### config.mk
export PLATFORM = sky130hd
export DESIGN_NAME = mux_rr_nto1_flat
export DESIGN_NICKNAME = d
export VERILOG_FILES = /design/src/rtl/mux_rr_nto1_pkg.sv /design/src/rtl/mux_rr_nto1_if.sv /design/src/rtl/mux_rr_nto1_rr_arbiter.sv /design/src/rtl/mux_rr_nto1.sv /design/src/flat_wrapper.sv
export SDC_FILE = /design/constraint.sdc
export NUM_CORES = 1
export LEC_CHECK = 0
export CAP_MARGIN = 20
export CORE_ASPECT_RATIO = 1.2
export CORE_MARGIN = 5
export CORE_UTILIZATION = 45
export CTS_CLUSTER_DIAMETER = 120
export CTS_CLUSTER_SIZE = 40
export DETAILED_ROUTE_END_ITERATION = 7
export PLACE_DENSITY = 0.81
export SLEW_MARGIN = 20
export SYNTH_ARGS = -nofsm -noshare
export SYNTH_HDL_FRONTEND = slang
export SYNTH_SLANG_ARGS = --single-unit
### constraint.sdc
create_clock -name clk -period 7 [get_ports clk]
set_clock_uncertainty 0.2 [all_clocks]
set_input_delay 1.05 -clock clk [delete_from_list [all_inputs] [get_ports clk]]
set_output_delay 1.05 -clock clk [all_outputs]
set_load 0.02 [all_outputs]
### src/rtl/mux_rr_nto1_pkg.sv
// Shared types and reset constants for the round-robin N:1 mux.
// Optional feature macro: MUX_PKT_LOCK_EN (packet lock). Nothing here depends on N or WIDTH.
package mux_pkg;

  typedef enum logic {
    UNLOCKED = 1'b0,
    LOCKED   = 1'b1
  } lock_state_t;

  localparam logic        OUT_VALID_RST = 1'b0;
  localparam logic        OUT_LAST_RST  = 1'b0;
  localparam lock_state_t LOCK_RST      = UNLOCKED;

endpackage

### src/rtl/mux_rr_nto1_if.sv
// Handshake bundle for mux_rr_nto1: N producer channels in, one consumer out.
// The slave modport is the mux side; the master modport drives producers/consumer.
// With MUX_PKT_LOCK_EN defined the bundle also carries in_last/out_last.
interface mux_rr_nto1_if #(
  parameter int N     = 4,
  parameter int WIDTH = 8,
  parameter int SELW  = $clog2(N)
);

  logic [N-1:0]       in_valid;
  logic [N*WIDTH-1:0] in_data;
  logic [N-1:0]       in_ready;
  logic               out_valid;
  logic [WIDTH-1:0]   out_data;
  logic [SELW-1:0]    out_sel;
  logic               out_ready;
`ifdef MUX_PKT_LOCK_EN
  logic [N-1:0]       in_last;
  logic               out_last;

  modport master (
    output in_valid, in_data, in_last, out_ready,
    input  in_ready, out_valid, out_data, out_sel, out_last
  );

  modport slave (
    input  in_valid, in_data, in_last, out_ready,
    output in_ready, out_valid, out_data, out_sel, out_last
  );
`else
  modport master (
    output in_valid, in_data, out_ready,
    input  in_ready, out_valid, out_data, out_sel
  );

  modport slave (
    input  in_valid, in_data, out_ready,
    output in_ready, out_valid, out_data, out_sel
  );
`endif

endinterface

### src/rtl/mux_rr_nto1_rr_arbiter.sv
// Round-robin arbiter over N requesters; owns last_grant and, with
// MUX_PKT_LOCK_EN defined, the packet lock state.
//
// Lock FSM (MUX_PKT_LOCK_EN only):
//   state    | meaning
//   UNLOCKED | plain round-robin, search starts at last_grant+1
//   LOCKED   | mid-packet; only channel last_grant may be granted
module rr_arbiter
  import mux_pkg::*;
#(
  parameter int N    = 4,
  parameter int SELW = $clog2(N)
) (
  input  logic            clk,
  input  logic            rst,
  input  logic [N-1:0]    req,
  input  logic            advance,
`ifdef MUX_PKT_LOCK_EN
  input  logic            lock_hold,
`endif
  output logic [N-1:0]    grant,
  output logic [SELW-1:0] grant_idx
);

  localparam logic [SELW-1:0] LAST_RST = SELW'(N - 1);

  logic [SELW-1:0] last_grant;
  logic            locked;

  // Pointer moves only on an actual transfer, so a stalled grant keeps its turn.
  always_ff @(posedge clk) begin
    if (rst) last_grant <= LAST_RST;
    else if (advance) last_grant <= grant_idx;
  end

`ifdef MUX_PKT_LOCK_EN
  lock_state_t lock_q, lock_d;

  // Lock state register.
  always_ff @(posedge clk) begin
    if (rst) lock_q <= LOCK_RST;
    else lock_q <= lock_d;
  end

  // Each transferred beat decides the lock: a non-final beat locks, a final beat releases.
  always_comb begin
    lock_d = lock_q;
    if (advance) lock_d = lock_hold ? LOCKED : UNLOCKED;
  end

  assign locked = (lock_q == LOCKED);
`else
  assign locked = 1'b0;
`endif

  // Grant selection: locked channel only, else first requester after last_grant.
  always_comb begin
    logic            found;
    int              idx;
    logic [SELW-1:0] cand;
    grant     = '0;
    grant_idx = '0;
    found     = 1'b0;
    idx       = 0;
    cand      = '0;
    if (locked) begin
      if (req[last_grant]) begin
        grant[last_grant] = 1'b1;
        grant_idx         = last_grant;
      end
    end else begin
      for (int off = 1; off <= N; off++) begin
        idx = int'(last_grant) + off;
        if (idx >= N) idx = idx - N;
        cand = SELW'(idx);
        if (!found && req[cand]) begin
          found       = 1'b1;
          grant[cand] = 1'b1;
          grant_idx   = cand;
        end
      end
    end
  end

endmodule

### src/rtl/mux_rr_nto1.sv
// N:1 registered multiplexer with per-channel valid/ready and round-robin arbitration.
// Output register captures one granted word per cycle with its source index.
// Define MUX_PKT_LOCK_EN to keep a multi-beat packet on one channel until in_last.
module mux_rr_nto1
  import mux_pkg::*;
#(
  parameter int N     = 4,
  parameter int WIDTH = 8,
  parameter int SELW  = $clog2(N)
) (
  input logic            clk,
  input logic            rst,
  mux_rr_nto1_if.slave   bus
);

  logic                 load;
  logic                 advance;
  logic [N-1:0]         grant;
  logic [SELW-1:0]      grant_idx;
  logic [WIDTH-1:0]     word_sel;
  logic                 out_valid_q;
  logic [WIDTH-1:0]     out_data_q;
  logic [SELW-1:0]      out_sel_q;

  // Register is free when empty or being popped this cycle; nothing is accepted during reset.
  assign load         = !out_valid_q || bus.out_ready;
  assign bus.in_ready = (load && !rst) ? grant : '0;
  assign advance      = |(bus.in_valid & bus.in_ready);

`ifdef MUX_PKT_LOCK_EN
  logic lock_hold;
  logic out_last_q;

  assign lock_hold = |(grant & ~bus.in_last);
`endif

  rr_arbiter #(.N(N), .SELW(SELW)) u_arb (
    .clk       (clk),
    .rst       (rst),
    .req       (bus.in_valid),
    .advance   (advance),
`ifdef MUX_PKT_LOCK_EN
    .lock_hold (lock_hold),
`endif
    .grant     (grant),
    .grant_idx (grant_idx)
  );

  // One-hot data select driven only by grant, so in_data never reaches an output combinationally.
  always_comb begin
    word_sel = '0;
    for (int i = 0; i < N; i++) begin
      if (grant[i]) word_sel = bus.in_data[i*WIDTH +: WIDTH];
    end
  end

  // Output register: capture on transfer, drain when free with no requester, hold under back-pressure.
  always_ff @(posedge clk) begin
    if (rst) begin
      out_valid_q <= OUT_VALID_RST;
      out_data_q  <= '0;
      out_sel_q   <= '0;
    end else if (advance) begin
      out_valid_q <= 1'b1;
      out_data_q  <= word_sel;
      out_sel_q   <= grant_idx;
    end else if (load) begin
      out_valid_q <= 1'b0;
    end
  end

`ifdef MUX_PKT_LOCK_EN
  // Registered copy of the accepted beat's end-of-packet flag.
  always_ff @(posedge clk) begin
    if (rst) out_last_q <= OUT_LAST_RST;
    else if (advance) out_last_q <= !lock_hold;
  end

  assign bus.out_last = out_last_q;
`endif

  assign bus.out_valid = out_valid_q;
  assign bus.out_data  = out_data_q;
  assign bus.out_sel   = out_sel_q;

endmodule
### src/flat_wrapper.sv
// flat-port wrapper written by rule: the top's interface ports become plain ports
module mux_rr_nto1_flat import mux_pkg::*;
#(
  parameter int N     = 4,
  parameter int WIDTH = 8,
  parameter int SELW  = $clog2(N)
)
  (clk, rst, bus_in_valid, bus_in_data, bus_out_ready, bus_in_ready, bus_out_valid, bus_out_data, bus_out_sel);
  mux_rr_nto1_if #(.N(N), .WIDTH(WIDTH), .SELW(SELW)) bus_i ();
  input logic clk;
  input logic rst;
  input wire logic [$bits(bus_i.in_valid)-1:0] bus_in_valid;
  input wire logic [$bits(bus_i.in_data)-1:0] bus_in_data;
  input wire logic [$bits(bus_i.out_ready)-1:0] bus_out_ready;
  output wire logic [$bits(bus_i.in_ready)-1:0] bus_in_ready;
  output wire logic [$bits(bus_i.out_valid)-1:0] bus_out_valid;
  output wire logic [$bits(bus_i.out_data)-1:0] bus_out_data;
  output wire logic [$bits(bus_i.out_sel)-1:0] bus_out_sel;
  assign bus_i.in_valid = bus_in_valid;
  assign bus_i.in_data = bus_in_data;
  assign bus_i.out_ready = bus_out_ready;
  assign bus_in_ready = bus_i.in_ready;
  assign bus_out_valid = bus_i.out_valid;
  assign bus_out_data = bus_i.out_data;
  assign bus_out_sel = bus_i.out_sel;
  mux_rr_nto1 #(.N(N), .WIDTH(WIDTH), .SELW(SELW)) u_core (.clk(clk), .rst(rst), .bus(bus_i));
endmodule
# --- Word level (Yosys, flattened, before mapping) ---
# Cells that the tools add are included.
word_totals:
  in_bits: 39
  word_cells: 82
  output_inout_bits: 15
  reg_bits: 13
op_classes:
  n_addsub: 8
  order_cmp: 12
  reduce_logical: 16
  n_bitwise: 4
  mux: 38
op_table:
  columns: ["cell", "n"]
  rows:
  - ["2-to-1 mux 8 bit", 4]
  - ["2-to-1 mux 4 bit", 5]
  - ["2-to-1 mux 2 bit", 8]
  - ["2-to-1 mux 1 bit", 13]
  - ["less-than comparator 2 x 3 -> 1 bit, second input constant", 4]
  - ["OR 4 bit", 3]
  - ["greater-or-equal comparator 3 bit, second input constant", 3]
  - ["binary-select mux 1 bit (select 2 bit)", 4]
  - ["demux 1 bit (select 2 bit)", 4]
  - ["greater-or-equal comparator 2 x 1 -> 1 bit, second input constant", 4]
  - ["logical AND 1 bit", 8]
  - ["subtractor 2 x 1 -> 2 bit, second input constant", 4]
  - ["adder 2 x 2 -> 3 bit, second input constant", 2]
  - ["logical NOT 1 bit", 5]
  - ["adder 2 x 3 -> 4 bit, second input constant", 1]
  - ["bitwise AND 4 bit", 1]
  - ["greater-or-equal comparator 4 x 3 -> 1 bit, second input constant", 1]
  - ["OR reduction 4 bit", 1]
  - ["adder 2 x 1 -> 3 bit, second input constant", 1]
  - ["nonzero test 2 bit", 1]
  - ["logical OR 1 bit", 1]

# --- Longest topological paths before layout ---
# Gate-level depths: netlist (run 1).
depth:
  word_depth: 19
  ltp_mapped: 13
  mapped_depth_nobuf: 9

# --- Hierarchy ---
# Synthesis (run 1) repeated with hierarchy kept, for this count alone.
unflattened:
  cells_unflattened: 173
  area_unflattened_um2: 1529.0
by_module_without_submodules:
  columns: ["mod", "area_each_um2", "cells_per_inst", "n_inst", "seq_area_each_um2"]
  rows:
  - ["mux_rr_nto1", 902.1, 102, 1, 220.2]
  - ["rr_arbiter", 626.9, 71, 1, 40.0]

# --- Least setup slack after synthesis (run 1) ---
# OpenSTA, ideal clock, no wires.
synth_path:
  path_kind: "flip-flop to output port"
  from: "reg u_core.u_arb.last_grant[0]"
  to: "out bus_in_ready[2]"
  arrival_time_ns: 2.944
  stages_incl_launch_ff: 11
  path_slack_ns: 2.806
  required_time_ns: 5.750
  n_path_buf: 3
  cell_sequence: "dfxtp_1 buf_6 clkbuf_1 inv_1 ha_1 buf_2 mux4_2 nand2_1 o21ai_0 a221oi_2 nor2_1"
synth_via:
  elab_chain_len: 16
  elab_cells_between_ends: 61
  classes_between: "add/sub: 8; order compare: 12; mux: 28; bitwise: 3; reduce/logical: 10"
synth_rtl:
  columns: ["item", "line_no", "text"]
  rows:
  - ["start, declared", "mux_rr_nto1_rr_arbiter.sv:27", "logic [SELW-1:0] last_grant;"]
  - ["start signal, assigned", "mux_rr_nto1_rr_arbiter.sv:33", "else if (advance) last_grant <= grant_idx;"]
  - ["branches (longest 14 deep; another with adder 2 x 1 -> 3 bit)", null, null]
  - ["2-to-1 mux 4 bit *", "mux_rr_nto1_rr_arbiter.sv:76", "if (!found && req[cand]) begin"]
  - ["2-to-1 mux 4 bit *", "mux_rr_nto1.sv:27", "assign bus.in_ready = (load && !rst) ? grant : '0;"]
  - ["end, declared", "flat_wrapper.sv:15", "output wire logic [$bits(bus_i.in_ready)-1:0] bus_in_ready;"]
# Every way passes the cells marked *. The select of a mux whose other input is x is not followed.

# --- Final worst setup path (run 1) ---
# Ends and elaborated chain as after synthesis.

==> impl_metrics.toml, run 1 <==
[timing]
slew-limit-headroom_pct = 51.8
fmax_mhz = 185
period_share_pct = 77.2
slew_viol_final = 0
fin_ws_ns = 1.59
tns_ns = 0
tightest_slew_ns = 0.723
rsz0062_at_grt = "false"
fin_crit_ns = 5.41
setup_viol = 0
hold_violations = 0

[die]
start_util_pct = 47.0
die-area_um2 = 4460
rows = 22
io_pins = 54
die_w_um = 61.8
core_area_um2 = 3080
die_h_um = 72.2

[yosys]
synth_cell_type_count = 39
yosysTopAreaCellShare_pct = 18.0
synth_fp_nets = 222
netlist_instances = 175
synth-edff-count = 0
synth_area_um2 = 1450
synth_warnings = 0
synth_seq_cells = 13
postSynthAreaPerCell_um2 = 8.28
yosys-top-cells-area = "dfxtp_1, ha_1, nor3b_1, o21a_1, o21bai_1"
synthArstFlopShare_pct = 0
synthFlopType = "dfxtp_1"
yosysSeqAreaShare_pct = 18.0
yosysTopAreaCell = "dfxtp_1"
synth_commonest_cells = "nand2_1, dfxtp_1, nor2_1"
synth.most_common_cell = "nand2_1"

[detailed_routing]
drtIter0Drc = 97
route.vias.total = 1514
drc = 0
wirelength_mm = 4.28
dr.pass1.iters = 4
vias_per_cell = 5.96
ant_nets = 0
wl_per_cell_um = 16.8

[cts]
cts_made_buffers = 3
clk_latency_ns = 0.27
clock_sinks = 13
clockBufferDepth = 2
post_cts_buffers = 0
clk_pin_slew_ns = 0.07
cts.repair.resized = 0
cts_hold_buf = 0
cts_root_buf = "clkbuf_4"
h-tree-depth = 1
cts_tree = "yes"

[worst_setup_path]
r2r_setup_slack_ns = 2.88
path_max_fanout = 19
arrival_ns = 4.16
critPathKind = "flop to output port"
worst_ep_required_time_ns = 5.75
cp-start-kind = "flop"
reg2regPathDepth = 9
r2r_start = "u_core.u_arb.last_grant[0]$_SDFFE_PP1P_"
timing.rr.end = "u_core.bus.out_data[1]$_SDFFE_PP0P_"
endpoint_kind = "output port"

[grt]
grt.overflow.total = 0
grt_pass1_wl_mm = 6.85
grt_max_degree = 23
grt_pass1_vias = 1451
antenna_found_initial = 0
grt_usage_pct = 19.9

[hold_path]
min_from = "u_core.bus.out_sel[1]$_SDFFE_PP0P_"
hold_end = "u_core.bus.out_sel[1]$_SDFFE_PP0P_"
whs_path_depth = 2
hold_path_class = "flop to flop"

[power_and_ir_drop]
peakVddDrop_v = 0.000227
sw_frac_of_total_pct = 49.2
pwr-share-clk_pct = 6.2
power.switching_mw = 0.361
p_per_area_nw_per_um2 = 373
power_frac_seq_pct = 18.6
internal_power_mw = 0.373
p_comb_share_pct = 75.3
leakage_nw = 0.730

[place]
dp_slack_ns = 1.79
dp_cells = 250
dp_hpwl_mm = 3.41
dpl-instance-area_um2 = 1940
portBuffers = 53
gp_congestion = 0.849

[final_layout]
fin_cells = 254
antenna_cells = 0
final_area_um2 = 1970
area_growth_pct = 35.9
layout-drive-gt1-share_pct = 7.34
post-route-util_pct = 63.9
nNetsFinal = 266

[flow_run]
drv_cap = 0

[status]
outcome = "completed"
## layout make-up
type | instances | area, um^2
inverters | 4 | 15.0
well taps | 36 | 45.0
flip-flops and latches | 13 | 260
clock buffers | 4 | 26.3
multi-input cells | 144 | 1090
repair buffers | 53 | 531
fillers | 281 | 1110
## cell usage in the layout (no fill, tap or decap), types with 4 or more instances in the layout
| cell type | netlist | layout |
|---|---|---|
| o31ai_1 | 8 | 8 |
| o21bai_1 | 9 | 9 |
| a22oi_1 | 6 | 6 |
| and2_1 | 10 | 10 |
| ha_1 | 8 | 8 |
| inv_1 | 4 | 4 |
| mux2i_1 | 5 | 5 |
| clkdlybuf4s50_1 | 0 | 53 |
| nand2_1 | 17 | 17 |
| nor2_1 | 11 | 11 |
| dfxtp_1 | 13 | 13 |
| o21a_1 | 9 | 9 |
| a31oi_1 | 9 | 9 |
| nor3b_1 | 10 | 10 |
| nor3_1 | 5 | 5 |
## worst max-delay path by stage
stage | from | endpoint | slack, ns | cells after the start
3_3_place_gp | bus_in_valid[2] | bus_in_ready[1] | 1.93 | 6
2_1_floorplan | u_core.u_arb.last_grant[0]$_SDFFE_PP1P_ | bus_in_ready[2] | 2.81 | 10
5_1_grt | u_core.u_arb.last_grant[0]$_SDFFE_PP1P_ | bus_in_ready[2] | 1.32 | 8
6_report | u_core.u_arb.last_grant[0]$_SDFFE_PP1P_ | bus_in_ready[2] | 1.59 | 8
3_5_place_dp | bus_in_valid[3] | bus_in_ready[2] | 1.79 | 7
4_1_cts | u_core.u_arb.last_grant[0]$_SDFFE_PP1P_ | bus_in_ready[2] | 1.62 | 8
## state kept, by name (all words and copies together) (netlist names)
name / flops
u_core.bus.out_data: 8
u_core.bus.out_sel: 2
u_core.bus.out_valid: 1
u_core.u_arb.last_grant: 2
## metrics by stage
| step | hold slack (ns) | total power, mW |
|---|---|---|
| 2_1_floorplan | 0.386 | 0.537 |
| 3_3_place_gp | 0.302 | 0.669 |
| 3_5_place_dp | 0.314 | 0.686 |
| 4_1_cts | 0.324 | 0.731 |
| 5_1_grt | 0.347 | 0.792 |
| 6_report | 0.326 | 0.734 |
## metal layers
metal | track usage [%] | part of all wire, %
met5 | 0 | 0
met4 | 6.60 | 1.8
met3 | 1.78 | 6.0
met2 | 34.8 | 53
met1 | 24.8 | 39
## cells by family after synthesis
logic type | count (synthesis) | share of synthesized area, %
mux | 10 | 9.67
flops | 13 | 18.0
buf+inv | 18 | 6.65
fa+ha+maj | 8 | 6.91
simple gates | 64 | 24.4
compound gates | 62 | 34.4
## power groups by stage
stage          sequential [mW]  clock (mW)  combinational [mW]
2_1_floorplan            0.156           0               0.381
3_3_place_gp             0.136           0               0.533
3_5_place_dp             0.138           0               0.548
4_1_cts                  0.137      0.0453               0.549
5_1_grt                  0.143      0.0502               0.599
6_report                 0.136      0.0452               0.553
## critical path, cell delays in order, from the launching register on
cell             delay [ns]
dfxtp_1                0.78
inv_1                  0.28
ha_1                   0.61
mux4_2                 0.62
nand2_1                0.09
o21ai_0                0.17
a221oi_2               0.63
nor2_1                 0.12
clkdlybuf4s50_1        0.57
No activity file was read; power rests on OpenSTA's default activity.
==> run 2: changes to the inputs <==
- CORE_UTILIZATION: 45 -> 40
- PLACE_DENSITY: 0.81 -> 0.76
- clock period: 7 -> 4.36 ns (I/O delays scaled with it)
==> impl_metrics.toml, run 2 (synthesized netlist as in run 1, its figures left out) <==
[final_layout]
nFillCells = 321
seq_area_um2 = 260
final_common_cell = "clkdlybuf4s50_1"
antenna_cells = 0
layout_common_cells = "clkdlybuf4s50_1, nand2_1, buf_4, dfxtp_1, nor2_1"
post-route-util_pct = 58.5
multi_input_area_um2 = 1090
nNetsFinal = 279
area_growth_pct = 44.2
largest_register_ffs = 8
layout-drive-gt1-share_pct = 12.6

[detailed_routing]
wirelength_mm = 4.42
wl_met1_mm = 1.93
route.vias.total = 1516
route.met2.wl_mm = 2.11
dr.pass1.iters = 4
top_layer = "met4"
drtIter0Drc = 132
drc = 0
ant_nets = 0
wl_per_cell_um = 16.4
wl_met3_um = 361
vias_per_cell = 5.61

[cts]
clk_latency_ns = 0.24
cts_tree = "yes"
h-tree-depth = 1
cts_root_buf = "clkbuf_8"
post_cts_buffers = 0
clockBufferDepth = 2
clk_pin_slew_ns = 0.05
cts_made_buffers = 3
clock_sinks = 13
cts.repair.resized = 0
cts_hold_buf = 0

[power_and_ir_drop]
leakage_nw = 0.800
p_per_area_nw_per_um2 = 604
peakVddDrop_v = 0.000270

[timing]
fin_crit_ns = 4.15
tightest_slew_ns = 0.688
slew-limit-headroom_pct = 54.2
hold_violations = 0
fmax_mhz = 241
rsz0062_at_grt = "false"
slew_viol_final = 0
setup_viol = 0
period_share_pct = 95.1
tns_ns = 0

[worst_setup_path]
critPathKind = "input port to output port"
crit_path_max_incr_delay_ns = 0.61
path_cells = "clkdlybuf4s50_1, mux4_2, or3b_1, a21oi_2, a221oi_2, nor2_1, clkdlybuf4s50_1"
worst_ep_required_time_ns = 3.51
crit_top_cell = "clkdlybuf4s50_1"
r2r_start = "u_core.u_arb.last_grant[0]$_SDFFE_PP1P_"
r2r_setup_slack_ns = 1.13
slowest_stage = "mux4_2"
arrival_ns = 3.29
timing.rr.end = "u_core.u_arb.last_grant[0]$_SDFFE_PP1P_"
cp-start-kind = "input port"
endpoint_kind = "output port"
reg2regPathDepth = 8
path_max_fanout = 11

[hold_path]
hold_end = "u_core.bus.out_data[7]$_SDFFE_PP0P_"
whs_path_depth = 2
min_from = "u_core.bus.out_data[7]$_SDFFE_PP0P_"
hold_path_class = "flop to flop"

[die]
rows = 24
io_pins = 54
die_h_um = 75.9
die-area_um2 = 4930
die_w_um = 64.9
start_util_pct = 40.5
core_area_um2 = 3570

[grt]
grt_pass1_wl_mm = 7.09
grt_usage_pct = 17.4
grt_pass1_vias = 1448
grt_max_degree = 23
antenna_found_initial = 0
grt.overflow.total = 0

[place]
dp_hpwl_mm = 3.37
portBuffers = 53
gp_congestion = 0.956

[status]
outcome = "completed"

[flow_run]
drv_cap = 0
## run 2: cell types whose count changed in the layout (fill, tap and decap cells not counted), sizes merged
cell  delta
buf     +13
## run 2: worst max path at each step
stage / end / start
after floorplan: bus_in_ready[2] / u_core.u_arb.last_grant[0]$_SDFFE_PP1P_
after global placement: bus_in_ready[3] / bus_in_valid[3]
after detailed placement: bus_in_ready[3] / bus_in_valid[3]
after CTS: bus_in_ready[3] / bus_in_valid[3]
after global routing: bus_in_ready[3] / bus_in_valid[3]
final: bus_in_ready[3] / bus_in_valid[3]
## run 2: area by class of cell
cell class                 instances  share of cell area, %
multi-input combinational        144                   52.3
timing repair buffer              66                   30.1
sequential                        13                   12.5
clock buffer                       4                   2.16
inverter                           4                  0.719
tap                               39                   2.34
## run 2: metrics by stage
stage	cells	hold slack, ns	setup slack [ns]	power [mW]	instance area (um^2)
6_report	270	0.310	0.212	1.26	2090
4_1_cts	270	0.312	0.210	1.27	2090
3_3_place_gp	266	0.299	0.256	1.15	2040
5_1_grt	270	0.335	0.0847	1.36	2090
2_1_floorplan	175	0.386	0.562	0.863	1450
3_5_place_dp	266	0.304	0.202	1.16	2040
## run 2: per-layer routing
layer | track usage [%] | vias to the layer above
met2 | 30.3 | 65
met3 | 2.66 | 4
met5 | 0 | -
li1 | - | 769
met4 | 1.90 | 0
met1 | 23.1 | 678
## run 2: report_power, final
part           switching, mW  total [mW]  internal (mW)
registers             0.0245       0.193          0.169
clock network         0.0420       0.107         0.0645
logic                  0.528       0.962          0.435
## run 2: worst max-delay path: cells and delay by family
| kind | cells | cell delay [ns] |
|---|---|---|
| AOI/OAI and AO/OA | 2 | 0.35 |
| buffers and inverters | 2 | 1.16 |
| muxes | 1 | 0.61 |
| and+or+nand+nor | 2 | 0.52 |
